<file path="config.mk">
export PLATFORM = sky130hd
export DESIGN_NAME = serial_rx_8x
export DESIGN_NICKNAME = d
export VERILOG_FILES = /design/src/rtl/serial_rx_8x.sv
export SDC_FILE = /design/constraint.sdc
export NUM_CORES = 1
export LEC_CHECK = 0
export ABC_CLOCK_PERIOD_IN_PS = 5800
export CORE_ASPECT_RATIO = 1.25
export CORE_MARGIN = 4
export CORE_UTILIZATION = 47
export DETAILED_ROUTE_END_ITERATION = 8
export PLACE_DENSITY = 0.69
export SYNTH_ARGS = -nofsm -noshare
export SYNTH_HDL_FRONTEND = slang
export SYNTH_SLANG_ARGS = --single-unit
</file>
<file path="constraint.sdc">
create_clock -name clk -period 5.8 [get_ports clk]
set_input_delay 1.16 -clock clk [delete_from_list [all_inputs] [get_ports clk]]
set_output_delay 1.16 -clock clk [all_outputs]
set_load 0.03 [all_outputs]
</file>
<file path="src/rtl/serial_rx_8x.sv">
// serial_rx_8x: 8N1 UART receiver driven by an 8x-oversampling clock enable.
// Synchronizes rxd, qualifies the start bit and samples 8 data bits LSB-first.
// It then checks the stop bit and hands each byte out through a valid/ack
// holding register.
//
// Optional build macro: SERIAL_RX_PARITY_EN
//   When it is defined, the frame is 8E1. A parity error is reported on
//   rx_framing_err.
//
// Ports:
//   clk            in   system clock
//   rst            in   asynchronous active-high reset
//   baud8          in   one-cycle strobe at 8x the baud rate
//   rxd            in   raw serial pin (asynchronous, idle high)
//   rx_data        out  last received byte, stable while rx_valid=1
//   rx_valid       out  byte available, held until rx_ack
//   rx_ack         in   consumer acknowledge
//   rx_framing_err out  one-cycle pulse: bad stop bit (or bad parity)
//   rx_overrun     out  one-cycle pulse: byte dropped because rx_valid was held
module serial_rx_8x #(
  parameter int unsigned SYNC_STAGES = 2,
  parameter int unsigned START_CHECK = 3
) (
  input  logic       clk,
  input  logic       rst,
  input  logic       baud8,
  input  logic       rxd,
  input  logic       rx_ack,
  output logic [7:0] rx_data,
  output logic       rx_valid,
  output logic       rx_framing_err,
  output logic       rx_overrun
);

  localparam int unsigned PH_W     = 3;
  localparam logic [PH_W-1:0] CHECK_PH = PH_W'(START_CHECK);
  localparam logic [PH_W-1:0] LAST_PH  = PH_W'(7);

  typedef enum logic [2:0] {
    S_IDLE,
    S_START,
    S_DATA,
`ifdef SERIAL_RX_PARITY_EN
    S_PARITY,
`endif
    S_STOP,
    S_BREAK
  } state_t;

  state_t                 r_state;
  logic [SYNC_STAGES-1:0] r_sync;
  logic [PH_W-1:0]        r_phase;
  logic [2:0]             r_bitcnt;
  logic [7:0]             r_shreg;
`ifdef SERIAL_RX_PARITY_EN
  logic                   r_par_err;
`endif

  logic w_rxs;
  logic w_sample;

  // The pin synchronizer resets to idle-high, so reset never looks like a start bit.
  always_ff @(posedge clk or posedge rst) begin
    if (rst) r_sync <= '1;
    else     r_sync <= {r_sync[SYNC_STAGES-2:0], rxd};
  end

  assign w_rxs    = r_sync[SYNC_STAGES-1];
  assign w_sample = (r_phase == LAST_PH);

  // Receive FSM and output holding register.
  always_ff @(posedge clk or posedge rst) begin
    if (rst) begin
      r_state        <= S_IDLE;
      r_phase        <= '0;
      r_bitcnt       <= '0;
      r_shreg        <= '0;
      rx_data        <= '0;
      rx_valid       <= 1'b0;
      rx_framing_err <= 1'b0;
      rx_overrun     <= 1'b0;
`ifdef SERIAL_RX_PARITY_EN
      r_par_err      <= 1'b0;
`endif
    end else begin
      // Error pulses last one clk, regardless of the baud8 rate.
      rx_framing_err <= 1'b0;
      rx_overrun     <= 1'b0;
      // A byte completing in this same cycle takes priority over the clear below.
      if (rx_ack) rx_valid <= 1'b0;

      if (baud8) begin
        case (r_state)
          S_IDLE: begin
            if (!w_rxs) begin
              r_state <= S_START;
              r_phase <= '0;
            end
          end

          S_START: begin
            r_phase <= r_phase + PH_W'(1);
            if (r_phase == CHECK_PH) begin
              if (w_rxs) begin
                r_state <= S_IDLE;          // too short: a glitch
              end else begin
                r_state  <= S_DATA;
                r_phase  <= '0;
                r_bitcnt <= '0;
              end
            end
          end

          S_DATA: begin
            // When the phase wraps 7->0, the next bit's sample point starts counting.
            r_phase <= r_phase + PH_W'(1);
            if (w_sample) begin
              r_shreg  <= {w_rxs, r_shreg[7:1]};
              r_bitcnt <= r_bitcnt + 3'd1;
              if (r_bitcnt == 3'd7) begin
`ifdef SERIAL_RX_PARITY_EN
                r_state <= S_PARITY;
`else
                r_state <= S_STOP;
`endif
              end
            end
          end

`ifdef SERIAL_RX_PARITY_EN
          S_PARITY: begin
            r_phase <= r_phase + PH_W'(1);
            if (w_sample) begin
              r_par_err <= ^{r_shreg, w_rxs};   // even parity: total XOR must be 0
              r_state   <= S_STOP;
            end
          end
`endif

          S_STOP: begin
            r_phase <= r_phase + PH_W'(1);
            if (w_sample) begin
              if (!w_rxs) begin
                rx_framing_err <= 1'b1;
                r_state        <= S_BREAK;
              end else begin
                r_state <= S_IDLE;
`ifdef SERIAL_RX_PARITY_EN
                if (r_par_err) rx_framing_err <= 1'b1;
                else
`endif
                if (!rx_valid || rx_ack) begin
                  rx_data  <= r_shreg;
                  rx_valid <= 1'b1;
                end else begin
                  rx_overrun <= 1'b1;         // keep the unread byte, drop the new one
                end
              end
            end
          end

          // Wait out a held-low line so that a break is not read as a stream of 0x00 bytes.
          S_BREAK: begin
            if (w_rxs) r_state <= S_IDLE;
          end

          default: r_state <= S_IDLE;
        endcase
      end
    end
  end

endmodule

</file>
# [Word level (Yosys, flattened, before mapping)]
# Index checks and enable logic that the tools add are counted.
[totals] ff_bits=30 inputBits=5 out_inout_bits=11 word_cells=67
[classes] eq_ne=14 addsub=2 reduce_logical=11 mux=31
[op_table] op="3-bit two-way mux" n=12
[op_table] op="1-bit two-way mux" n=15
[op_table] op="3-bit one-hot mux with 5 select lines" n=1
[op_table] op="2-bit != test, second input constant" n=7
[op_table] op="5-bit AND reduction" n=2
[op_table] op="3-bit by 2-bit equality test with 1-bit output, second input constant" n=3
[op_table] op="3-bit equality test, second input constant" n=3
[op_table] op="3-bit one-hot mux with 3 select lines" n=1
[op_table] op="7-bit AND reduction" n=1
[op_table] op="3-bit by 1-bit adder with 3-bit output, second input constant" n=2
[op_table] op="3-bit one-hot mux with 2 select lines" n=1
[op_table] op="3-bit AND reduction" n=2
[op_table] op="3-bit by 1-bit equality test with 1-bit output, second input constant" n=1
[op_table] op="3-bit zero test" n=1
[op_table] op="3-bit nonzero test" n=1
[op_table] op="2-bit two-way mux" n=1
[op_table] op="2-bit nonzero test" n=1
[op_table] op="2-bit OR reduction" n=1
[op_table] op="1-bit zero test" n=1
[op_table] op="1-bit logical OR" n=1

# [Longest topological paths before layout]
# Gate-level depths: netlist of the first run.
[logic_depth] word_depth=7 depth_mapped=6 depth_no_buf=6

# [Worst setup path before layout of the first run]
# No wires, ideal clock.
[synth_path] path_kind="input port to flip-flop" start="in baud8" end="reg rx_data[0]" stages=3 setup_slack_ns=3.618 arrival_time_ns=2.058 path_buffers=0 setup_ns=0.125 path_cell_list="nand4b_1 -> nor3b_4 -> mux2_2"
[synth_via] elab_chain_len=1
[synth_lines] item="from (decl)" line_no="26" rtl="input logic baud8,"
[synth_lines] item="5-bit AND reduction (no line)"
[synth_lines] item="to (signal assigned)" line_no="153" rtl="rx_data <= r_shreg;"
[synth_lines] item="to (decl)" line_no="29" rtl="output logic [7:0] rx_data,"
# Every way passes these cells.
# A chain may end at the register's enable or synchronous reset.

# [Worst setup path after layout of the first run]
[layout_path] start="in baud8" end="reg rx_data[4]"
# Same word-level chain as after synthesis.

==> flow_results.org, run 1 <==
** STA
- For the final routed database, the setup TNS stands at 0 ns.
- Worst slew slack as a fraction of its limit :: 27.6%
- Final hold analysis gives a worst-case slack of about 0.36 ns.
- Worst setup margin :: roughly 3.3 ns
- Setup violations remaining at the end of the flow were counted as 0.
- Fin Clk Skew :: 0.00302 ns
- For the pin with the worst max-slew slack, the measured transition is 1.08 ns.
- RSZ-0062 raised after global routing :: no
- Final count of pins violating max slew :: 0
- Static timing analysis puts the maximum clock frequency at 393 MHz.
- Minimum clock period :: about 2.5 ns
- Final worst-path cycle share :: 43.9%
- The hold violation count in the final report is 0.

** Route
- After detailed routing, the number of vias per cell comes to 5.55.
- The first TritonRoute pass finished after 4 iterations.
- After detailed routing, the average wire length per cell comes to between 10 and 15 µm.
- Via Count :: 905
- First DRT Iteration DRCs :: 19
- The final layout contains routed wiring with a total length of 2390 µm.
- In this run the remaining antenna-violating nets after routing total 0.
- DRC Markers :: 0

** CTS
- Post-CTS Setup Repair Bufs :: 0
- For the worst-skew pair, the clock arrives at the later sink with an insertion delay of ~0.32 ns.
- Clock Root Buffer :: clkbuf_4
- CTS Hold Bufs :: 0
- For this design, the sink count on the clock tree is 30.
- Gates resized during post-CTS repair numbered 0.
- Clock buffers created by TritonCTS :: 5
- CTS clk-pin slew, worst paths :: 0.09 ns
- In this run the deepest clock path goes through 2 buffers.
- The H-tree was split into 2 levels.
- TritonCTS built the clock tree.

** Yosys
- Of the synthesized area, sequential elements account for 54.7%.
- The most common cell in the synthesized netlist is dfrtp_1.
- Flops & latches, synth :: 30
- Net count after synthesis :: 121
- By area the synthesized netlist is led by dfrtp_1, mux2_2, ha_1, dfstp_2, nand2b_1.
- The Yosys step of the flow raised 0 warnings.
- Async S/R FF share, synth :: 100%
- Count of unique library cells instantiated by Yosys :: 33
- Post-synth top area share :: 50.9%
- For this run, the leading register cell type out of synthesis is dfrtp_1.
- The synthesized design spends more area on one cell type than any other, namely dfrtp_1.
- Yosys mapped a number of flops with a built-in enable equal to 0.
- Sorting the synthesized cells by how often they occur yields dfrtp_1, mux2_2, ha_1, inv_1, nand2_1.
- The cell count after synthesis came out at ~110.
- Mapped Area :: 1380 µm²
- Mapped Avg Cell Area :: 12.6 µm²

** Finish
- # nets final :: 140
- At the end of the flow the core is filled with cells to roughly three fifths.
- Cells with a size suffix above 1 make up 23.3% of the layout.
- Area growth, synth to finish :: 19.0%
- Total non-filler cell area in the finished layout :: 1640 µm²
- The number of antenna diodes in the final layout is 0.

** Setup path
- Chain of cells forming the critical path :: clkdlybuf4s50_1, nand4b_1, nor3b_4, mux2_2
- Of all nets on the critical path, the largest fanout is 8.
- On the worst path, the slowest cell contributes a delay of ~0.55 ns.
- Required time of the worst setup path :: roughly 6.0 ns
- Slowest cell on the critical path :: clkdlybuf4s50_1
- STA classifies the critical path startpoint as an input pin.
- The setup path with the least slack is of type in -> reg.
- STA classifies the critical path endpoint as a flip-flop.
- For the worst setup path, the data arrival time is ~2.8 ns.
- Across all register-to-register paths, the minimum setup slack is 3.73 ns.

** Global route
- Entering global routing, the biggest net connects 31 pins.
- Antenna violations before repair :: 0
- The number of global-route vias before repair is 975.
- Summed over all layers, the global routing overflow is 0.
- Wire length of the first global-routing pass :: 4370 µm
- Global routing used 15.3% of the available tracks.

** Power and ir drop
- For this design the ratio of total power to cell area is between 300 and 400 nW/µm².
- Maximum vdd ir drop :: 0.208 mV
- The analysis attributes to cell leakage a power of 0.769 nW.

** Placement
- Once placement finished, the instance area stood at 1560 µm².
- Port Buffer Count :: 15
- Pre-CTS setup slack :: between 2 and 3 ns
- The congestion estimate from routability-driven global placement came to 0.792.
- Detailed placement ended at an HPWL of 1700 µm.

** Die
- In this run the vertical extent of the chip is 68.5 µm.
- Count of standard-cell rows :: 21
- Initial core utilization :: between 50% and 60%
- DIE AREA :: 3870 µm²
- The die is about 56 µm wide.
- Area of the core region :: 2730 µm²
- Number of placed I/O pins :: 16

** Flow run
- The tool flagged a number of max-cap violations equal to 0.

** Status
- The run finished with clean final reports.

** Worst hold path
- Path category of the worst min-delay check :: reg -> reg
-- where the power goes --
part	internal, mW	switching, mW	leakage [nW]
Combinational	0.0599	0.0542	0.331
Sequential	0.232	0.0387	0.400
Clock	0.0909	0.0716	0.0385
Total	0.383	0.165	0.769
-- sequential cells by signal, summed over array words and instances (netlist names) --
| name | cells |
|---|---|
| rx_valid | 1 |
| r_state | 3 |
| rx_data | 8 |
| rx_overrun | 1 |
| rx_framing_err | 1 |
| r_bitcnt | 3 |
| r_phase | 3 |
| r_sync | 2 |
| r_shreg | 8 |
-- through the flow --
step           power (mW)  instances
2_1_floorplan       0.361        109
5_1_grt             0.589        163
6_report            0.547        163
4_1_cts             0.555        163
3_5_place_dp        0.389        155
3_3_place_gp        0.383        155
-- cells in the final DEF (no fill, tap or decap) --
| cell | netlist | final |
|---|---|---|
| nand4b_1 | 1 | 1 |
| mux2i_1 | 1 | 1 |
| nand3b_1 | 1 | 1 |
| clkbuf_1 | 2 | 1 |
| a22o_1 | 2 | 2 |
| nand2b_1 | 5 | 5 |
| o21ai_0 | 2 | 2 |
| a31oi_1 | 1 | 1 |
| o2111ai_1 | 1 | 1 |
| clkbuf_4 | 0 | 5 |
| inv_1 | 6 | 6 |
| nor3_1 | 1 | 1 |
| o22ai_1 | 2 | 2 |
| bufinv_16 | 0 | 1 |
| nor3b_4 | 1 | 1 |
| and3b_1 | 1 | 1 |
| and2_1 | 1 | 1 |
| ha_1 | 7 | 7 |
| o311ai_0 | 1 | 1 |
| buf_4 | 0 | 1 |
| mux2_2 | 18 | 18 |
| a21oi_1 | 1 | 1 |
| nand3_1 | 1 | 1 |
| nor2b_1 | 1 | 1 |
| nand4_1 | 3 | 3 |
| clkdlybuf4s50_1 | 0 | 15 |
| o2bb2ai_1 | 1 | 1 |
| a2bb2oi_1 | 2 | 2 |
| nand2_1 | 6 | 6 |
| nor4bb_1 | 2 | 2 |
| clkinvlp_4 | 0 | 1 |
| dfstp_2 | 2 | 2 |
| dfrtp_1 | 28 | 28 |
| a41oi_1 | 1 | 1 |
| or2_2 | 1 | 1 |
| nor2_1 | 4 | 4 |
-- per-layer routing --
metal | global-route usage (%) | share of wire, %
met1 | 17.3 | 46
met2 | 25.1 | 49
met3 | 5.40 | 3.6
met4 | 9.20 | 1.9
met5 | 0 | 0
-- layout make-up --
type / count / area, µm²
Clock buffer: 6 / 41.3
Clock inverter: 2 / 37.5
Fill cell: 245 / 1090
Inverter: 6 / 22.5
Multi-Input combinational cell: 69 / 584
Sequential cell: 30 / 753
Tap cell: 34 / 42.5
Timing Repair Buffer: 16 / 158
-- critical path: cells and delay by family --
kind	cells	cell delay (ns)
simple gates	2	0.66
buf+inv	1	0.55
mux	1	0.38
-- cell families (layout without fill, tap and decap cells) --
| group | Yosys count | after routing | share of synthesized area [%] |
|---|---|---|---|
| compound gates | 14 | 14 | 7.54 |
| simple gates | 29 | 29 | 13.1 |
| fa+ha+maj | 7 | 7 | 6.36 |
| flops | 30 | 30 | 54.7 |
| mux | 19 | 19 | 15.4 |
| buf+inv | 10 | 30 | 2.91 |
-- path summary, 6_finish.rpt --
path | cells after the start | start | end
worst max-delay path | 4 | baud8 | rx_data[4]
worst max register to register | 5 | r_phase[0] | rx_data[4]
worst min register to register | 0 | r_sync[0] | r_sync[1]
worst min-delay path | 0 | r_sync[0] | r_sync[1]
max in group asynchronous | 2 | rst | r_shreg[2]
min in group asynchronous | 2 | rst | rx_overrun
No activity file was read; power rests on OpenSTA's default activity.
==> run 2, diff against run 1 <==
- ABC_CLOCK_PERIOD_IN_PS: 5800 -> 2200
- PLACE_DENSITY: 0.69 -> 0.71
- clock period: 5.8 -> 2.2 ns (I/O delays scaled with it)
==> run 2 against run 1 <==
Register-to-register slack got worse by 3.5 ns; flip-flop and latch count unchanged; wire length rose by 7.7%; global-route usage up 0.29 points.
==> flow_results.org, run 2 (synthesis results as in run 1) <==
** Global route
- Antenna violations before repair :: 0 (unchanged)
- Total global routing overflow :: 0 (unchanged)
- Via count of the first global-routing pass :: 1029 (+5.5%)
- Wire length of the first global-routing pass :: 4470 µm (+2.4%)
- The global-route usage over all layers was 15.6% (+0.29 points).
- The maximum number of pins on one net before global-route repair is 20 (-35%).

** STA
- The worst slew slack as a fraction of its limit is 64.9% (+37 points).
- Measured slew at the worst slew-check pin :: 0.526 ns (-0.559 ns)
- Static timing analysis puts the maximum clock frequency at roughly 500 MHz.
- Setup repair after global routing left no endpoint under its margin.
- The clock skew was 0.0104 ns (+0.00742 ns).
- Worst setup margin :: 0.217 ns (-3.04 ns)
- Minimum clock period :: between 1.5 and 2 ns
- The number of slew-limit violations in the final report came to 0 (unchanged).
- The setup-violating endpoint count in the final report is 0 (unchanged).
- The aggregate negative setup slack came to 0 ns (unchanged).
- Fin. Hold Viols :: 0 (unchanged)
- After layout, the worst path uses 90.1% of the clock period.

** Finish
- The library cells used most frequently in the layout, excluding fill and tap cells, are dfrtp_1, mux2_2, clkdlybuf4s50_1, ha_1.
- The layout net count was 144 (+2.9%).
- The final non-filler cell total came to 167 (+2.5%).
- Leaving out fill and tap cells, the most frequent cell in the layout is dfrtp_1.
- The fraction of layout instances using a drive strength above 1 was 25.6% (+2.3 points).
- The total inserted antenna cells came to 0 (unchanged).
- The area growth from synthesis to layout is 21.6%.
- Top flop regs :: r_shreg: 8 flops, rx_data: 8 flops

** Placement
- Pre-CTS setup slack :: 0.122 ns (-2.77 ns)
- Detailed Place HPWL :: 1860 µm (+9.6%)
- Count of placed standard cells including taps :: 159 (+2.6%)
- Routability congestion estimate from global placement :: 0.829 (+4.7%)
- The number of I/O port buffers was 15 (unchanged).

** Setup path
- The total stage count of the critical path came to 6 (+2).
- Beginning of the worst register-to-register path :: r_phase[0]
- Critical path startpoint :: r_phase[0]
- The largest fanout on the critical path came to 8 (unchanged).
- Number of buffer and inverter stages on the critical path :: 1 (unchanged)
- The largest incremental delay on the critical path is 0.40 ns (-0.15 ns).
- Launching element type of the critical path :: flip-flop
- Last element of the critical path :: rx_data[3]
- Slowest cell on the critical path :: dfrtp_1
- Worst path arrival time :: 2.19 ns (-0.57 ns)
- The worst setup path is captured at a flip-flop.
- The number of cell instances on the worst register-to-register path is 6 (+1).
- The signal on the critical path passes through ha_1, ha_1, nand4b_1, nor3b_4, buf_12, mux2_2.
- Worst reg-to-reg setup slack :: 0.22 ns (-3.51 ns)
- Top cell family by delay on the critical path :: adder cells
- Required time of the worst setup path :: 2.41 ns (-3.60 ns)
- The endpoint identified for the worst register-to-register timing path is rx_data[3].
- Counting stages on the worst path, the most repeated cell is ha_1.
- The critical path is of the reg -> reg type.

** Die
- Number of placed I/O pins :: 16 (unchanged)
- The number of cell rows was 21 (unchanged).
- The area of the die came to 3870 µm² (unchanged).
- Height of the die :: 68.5 µm (unchanged)
- Area of the core region :: 2730 µm² (unchanged)
- The effective utilization at floorplan was 50.4% (unchanged).
- The die span in x was 56.4 µm (unchanged).

** CTS
- Post-CTS Setup Repair Bufs :: 0 (unchanged)
- The clock insertion delay at the later pin of the skew report was 0.32 ns (about the same).
- The number of buffers created by CTS is 5 (unchanged).
- The root buffer cell chosen for the clock tree is clkbuf_4.
- The post-cts gate resize count came to 0 (unchanged).
- The post-CTS clock slew at the launch and capture registers of the worst setup and hold paths is 0.08 ns (about the same).
- CTS Hold Bufs :: 0 (unchanged)
- Maximum level of the CTS H-tree :: 2 (unchanged)
- CTS tree :: yes
- Buffer levels on the longest clock path :: 2 (unchanged)
- Number of clock sinks :: 30 (unchanged)

** Route
- The routed length per instance came to 15.4 µm (+5.1%).
- The count of unresolved DRC violations after routing came to 0 (unchanged).
- The number of detailed-route iterations in the first pass was 4 (unchanged).
- The per-cell via count in the routed design is 5.53 (-0.45%).
- The count of vias placed by the detailed router came to 923 (+2.0%).
- The initial detailed-routing violation count came to 26 (+7).
- The aggregate routed wire length was 2580 µm (+7.7%).
- The number of nets still failing antenna checks after routing is 0 (unchanged).

** Power and ir drop
- Power per standard cell area :: 813 nW/µm² (+140%)
- The worst ir drop on vdd came to 0.701 mV (+240%).
- The leakage component of the power is 0.793 nW (+3.1%).

** Status
- Status :: completed

** Worst hold path
- Hold path start :: r_sync[0]
- The tightest min-delay check is of the reg -> reg type.
- WHS Path Cells :: 0 (unchanged)

** Flow run
- The max-capacitance violation count was 0 (unchanged).
[run 2: cell types whose count changed in the layout (fill, tap and decap cells not counted)]
cell | previous run | this run
clkbuf_8 | 0 | 1
clkinvlp_4 | 1 | 0
clkinv_2 | 0 | 1
buf_4 | 1 | 3
bufinv_16 | 1 | 0
buf_12 | 0 | 2
[run 2: per-layer routing]
metal	up-vias	GRT usage, %	part of all wire, %	wire [µm]
li1	442	-	-	-
met1	454	17.0	42	1090
met2	22	27.0	51	1320
met3	5	4.84	4.4	113
met4	0	9.20	2.1	54
met5	-	0	0	0
[run 2: layout make-up]
type	count	area [µm²]
Fill cell	232	1060
Sequential cell	30	753
Multi-Input combinational cell	69	584
Timing Repair Buffer	20	213
Clock buffer	7	55.1
Tap cell	34	42.5
Inverter	6	22.5
Clock inverter	1	5.00
[run 2: power by group]
part           switching (mW)  leakage [nW]  internal, mW  total (mW)
combinational           0.153         0.358         0.168       0.321
clock                   0.177        0.0353         0.155       0.332
sequential             0.0973         0.400         0.611       0.708
total                   0.428         0.793         0.934        1.36
[run 2: worst min-delay path by stage]
| stage | slack (ns) | end |
|---|---|---|
| 6_report | 0.36 | r_sync[1] |
| 5_1_grt | 0.37 | r_sync[1] |
| 4_1_cts | 0.36 | r_sync[1] |
| 3_5_place_dp | 0.35 | r_sync[1] |
| 3_3_place_gp | 0.35 | r_sync[1] |
| 2_1_floorplan | 0.35 | r_sync[1] |
[run 2: per-stage QoR]
step	util [%]	instance area, µm²	hold slack [ns]	total power [mW]
after global placement	59.1	1620	0.348	1.01
after detailed placement	59.1	1620	0.350	1.04
after CTS	61.3	1680	0.362	1.38
after floorplan	-	1380	0.345	0.953
after global routing	61.3	1680	0.367	1.46
final	61.3	1680	0.361	1.36
==> run 3, diff against run 2 <==
- REMOVE_ABC_BUFFERS: not set -> 1
- SKIP_LAST_GASP: not set -> 1
==> run 3 against run 2 <==
Register-to-register slack is essentially flat; final cell count grew 1.2%; clock skew grew 0.0043 ns; first-iteration DRC count shrank 15%; core utilization grew 0.23 points; worst setup slack lost 0.013 ns; clock power grew 7.8%; largest power group unchanged; highest routed layer unchanged.
==> flow_results.org, run 3 (synthesis results as in run 1) <==
** Finish
- Most frequent standard cell in the layout excluding fill and tap cells :: dfrtp_1
- Layout cells sized above 1 :: 27.4% (+1.8 points)
- The layout net count is 146 (+1.4%).
- Most used cells in the layout excluding fill and tap cells :: dfrtp_1, mux2_2, clkdlybuf4s50_1, ha_1
- The total inserted antenna cells came to 0 (unchanged).
- Area growth, synth to finish :: 22.1%
- Top flop regs :: r_shreg: 8 flops, rx_data: 8 flops

** Global route
- Maximum number of pins on one net before global-route repair :: 31 (+55%)
- The global-route congestion overflow total came to 0 (unchanged).
- The global-route usage over all layers came to 15.7% (+0.068 points).
- The wire length of the first global-routing pass came to 4530 µm (+1.4%).
- The number of global-route vias before repair was 998 (-3.0%).
- Antenna violations before repair :: 0 (unchanged)

** Setup path
- The signal on the critical path passes through ha_1, ha_1, nand4b_1, nor3b_4, buf_12, mux2_2.
- The largest incremental delay on the critical path came to 0.40 ns (about the same).
- The register-to-register path setup slack is 0.20 ns (about the same).
- The required arrival time at the worst endpoint is 2.42 ns (about the same).
- The largest fanout on the critical path is 8 (unchanged).
- The buffer and inverter count on the worst path is 1 (unchanged).
- In this design, the largest share of critical-path delay is due to adder cells.
- Critical path capture point type :: flip-flop
- Setup CP Type :: reg -> reg
- STA classifies the critical path startpoint as a flip-flop.
- The most numerous cell type found on the critical path is ha_1.
- Slowest cell on the critical path :: dfrtp_1
- The data arrival time of the critical path is 2.21 ns (+0.02 ns).

** CTS
- Buffer levels on the longest clock path :: 2 (unchanged)
- The clock insertion delay at the later pin of the skew report is 0.34 ns (+0.02 ns).
- The number of buffers inserted to repair setup after CTS was 0 (unchanged).
- The total number of H-tree levels was 2 (unchanged).
- The number of hold buffers added after CTS is 0 (unchanged).
- TritonCTS built the clock tree.
- The post-CTS clock slew at the launch and capture registers of the worst setup and hold paths is 0.10 ns (+0.02 ns).
- The number of clock sinks was 30 (unchanged).
- The post-cts gate resize count was 0 (unchanged).
- The number of buffers created by CTS is 5 (unchanged).
- In this run the clock root is driven by a clkbuf_4.

** Die
- The effective utilization at floorplan came to 50.4% (unchanged).
- The number of cell rows came to 21 (unchanged).
- The die span in x came to 56.4 µm (unchanged).
- The core box area is 2730 µm² (unchanged).
- The area of the die came to 3870 µm² (unchanged).
- Number of placed I/O pins :: 16 (unchanged)
- Height of the die :: 68.5 µm (unchanged)

** STA
- The final critical-path required period is 2.00 ns (+0.0133 ns).
- Final worst-path cycle share :: 90.7% (+0.60 points)
- The clock skew came to 0.0148 ns (+0.00434 ns).
- Worst setup margin :: 0.204 ns (-0.0133 ns)
- Measured slew at the worst slew-check pin :: 0.385 ns (-0.141 ns)
- Fin. Hold Viols :: 0 (unchanged)
- The number of slew-limit violations in the final report is 0 (unchanged).
- The setup-violating endpoint count in the final report came to 0 (unchanged).
- Worst Hold Slack :: 0.359 ns (-0.00201 ns)
- RSZ-0062 raised after global routing :: no
- Worst slew slack as a fraction of its limit :: 74.3% (+9.4 points)
- Achievable clock frequency :: 501 MHz (-0.67%)
- Accumulated negative setup slack :: 0 ns (unchanged)

** Power and ir drop
- The switching share of total power is 32.4% (+0.98 points).
- Clock network power share :: 25.6% (+1.2 points)
- Static leakage power :: 0.798 nW (+0.52%)
- The total net switching power is 0.452 mW (+5.6%).
- Power, Total :: 1.39 mW (+2.4%)
- Combinational cell fraction of total power :: 25.2% (+1.6 points)
- Relative contribution of sequential cells to total power :: 49.2% (-2.8 points)
- The areal power density over the cells came to 829 nW/µm² (+2.0%).
- Int Power :: 0.942 mW (+0.91%)
- Maximum vdd ir drop :: 0.557 mV (-21%)

** Flow run
- Reported max-cap violation count :: 0 (unchanged)

** Status
- Status :: completed

** Placement
- The half-perimeter wire length after placement came to 1790 µm (-4.0%).
- Routability congestion estimate from global placement :: 0.820 (-1.0%)
- Pre-CTS setup slack :: 0.134 ns (+0.0128 ns)
- The number of I/O port buffers was 15 (unchanged).

** Route
- The count of unresolved DRC violations after routing was 0 (unchanged).
- The aggregate routed wire length was 2570 µm (-0.19%).
- Remaining antenna violation count :: 0 (unchanged)
- The count of vias placed by the detailed router was 916 (-0.76%).
- Average routed wire per standard cell :: 15.2 µm (-1.4%)
- The initial detailed-routing violation count came to 22 (-15%).
- The per-cell via count in the routed design was 5.42 (-1.9%).
- The number of detailed-route iterations in the first pass is 4 (unchanged).

** Worst hold path
- Path category of the worst min-delay check :: reg -> reg
[run 3: layer usage]
layer / wire length (µm) / GRT usage, % / vias to the layer above / share of wire [%]
li1: - / - / 448 / -
met5: 0 / 0 / - / 0
met2: 1270 / 25.7 / 16 / 49
met1: 1110 / 18.0 / 443 / 43
met3: 122 / 5.96 / 9 / 4.7
met4: 70 / 8.01 / 0 / 2.7
[run 3: metrics by stage]
stage               util, %  area [µm²]  std cells
detailed placement     59.2        1620        161
finish                 61.5        1680        169
floorplan                 -        1360        105
CTS                    61.5        1680        169
global route           61.5        1680        169
global placement       59.2        1620        161
[run 3: final cells by class]
class | count | area [µm²]
fillers | 249 | 1050
flip-flops and latches | 30 | 753
multi-input cells | 69 | 584
repair buffers | 22 | 215
clock buffers | 6 | 51.3
well taps | 34 | 42.5
inverters | 6 | 22.5
clock inverters | 2 | 12.5
[run 3: worst register-to-register path, stage by stage, from the launching register on]
cell and delay, ns:
dfrtp_1 0.40, ha_1 0.24, ha_1 0.26, nand4b_1 0.21
nor3b_4 0.27, buf_12 0.15, mux2_2 0.33
[run 3: power groups by stage]
stage          combinational [mW]  sequential, mW  clock [mW]
2_1_floorplan               0.246           0.693           0
5_1_grt                     0.404           0.698       0.402
3_3_place_gp                0.336           0.691           0
3_5_place_dp                0.352           0.695           0
4_1_cts                     0.356           0.685       0.377
6_report                    0.351           0.685       0.358
[run 3: path summary, 6_finish.rpt]
check | endpoint | cells after the start | from
setup reg to reg | rx_data[6] | 6 | r_phase[0]
max in group asynchronous | r_sync[1] | 3 | rst
hold / removal | r_sync[1] | 0 | r_sync[0]
min in group asynchronous | r_bitcnt[0] | 3 | rst
setup / recovery | rx_data[6] | 6 | r_phase[0]
hold reg to reg | r_sync[1] | 0 | r_sync[0]
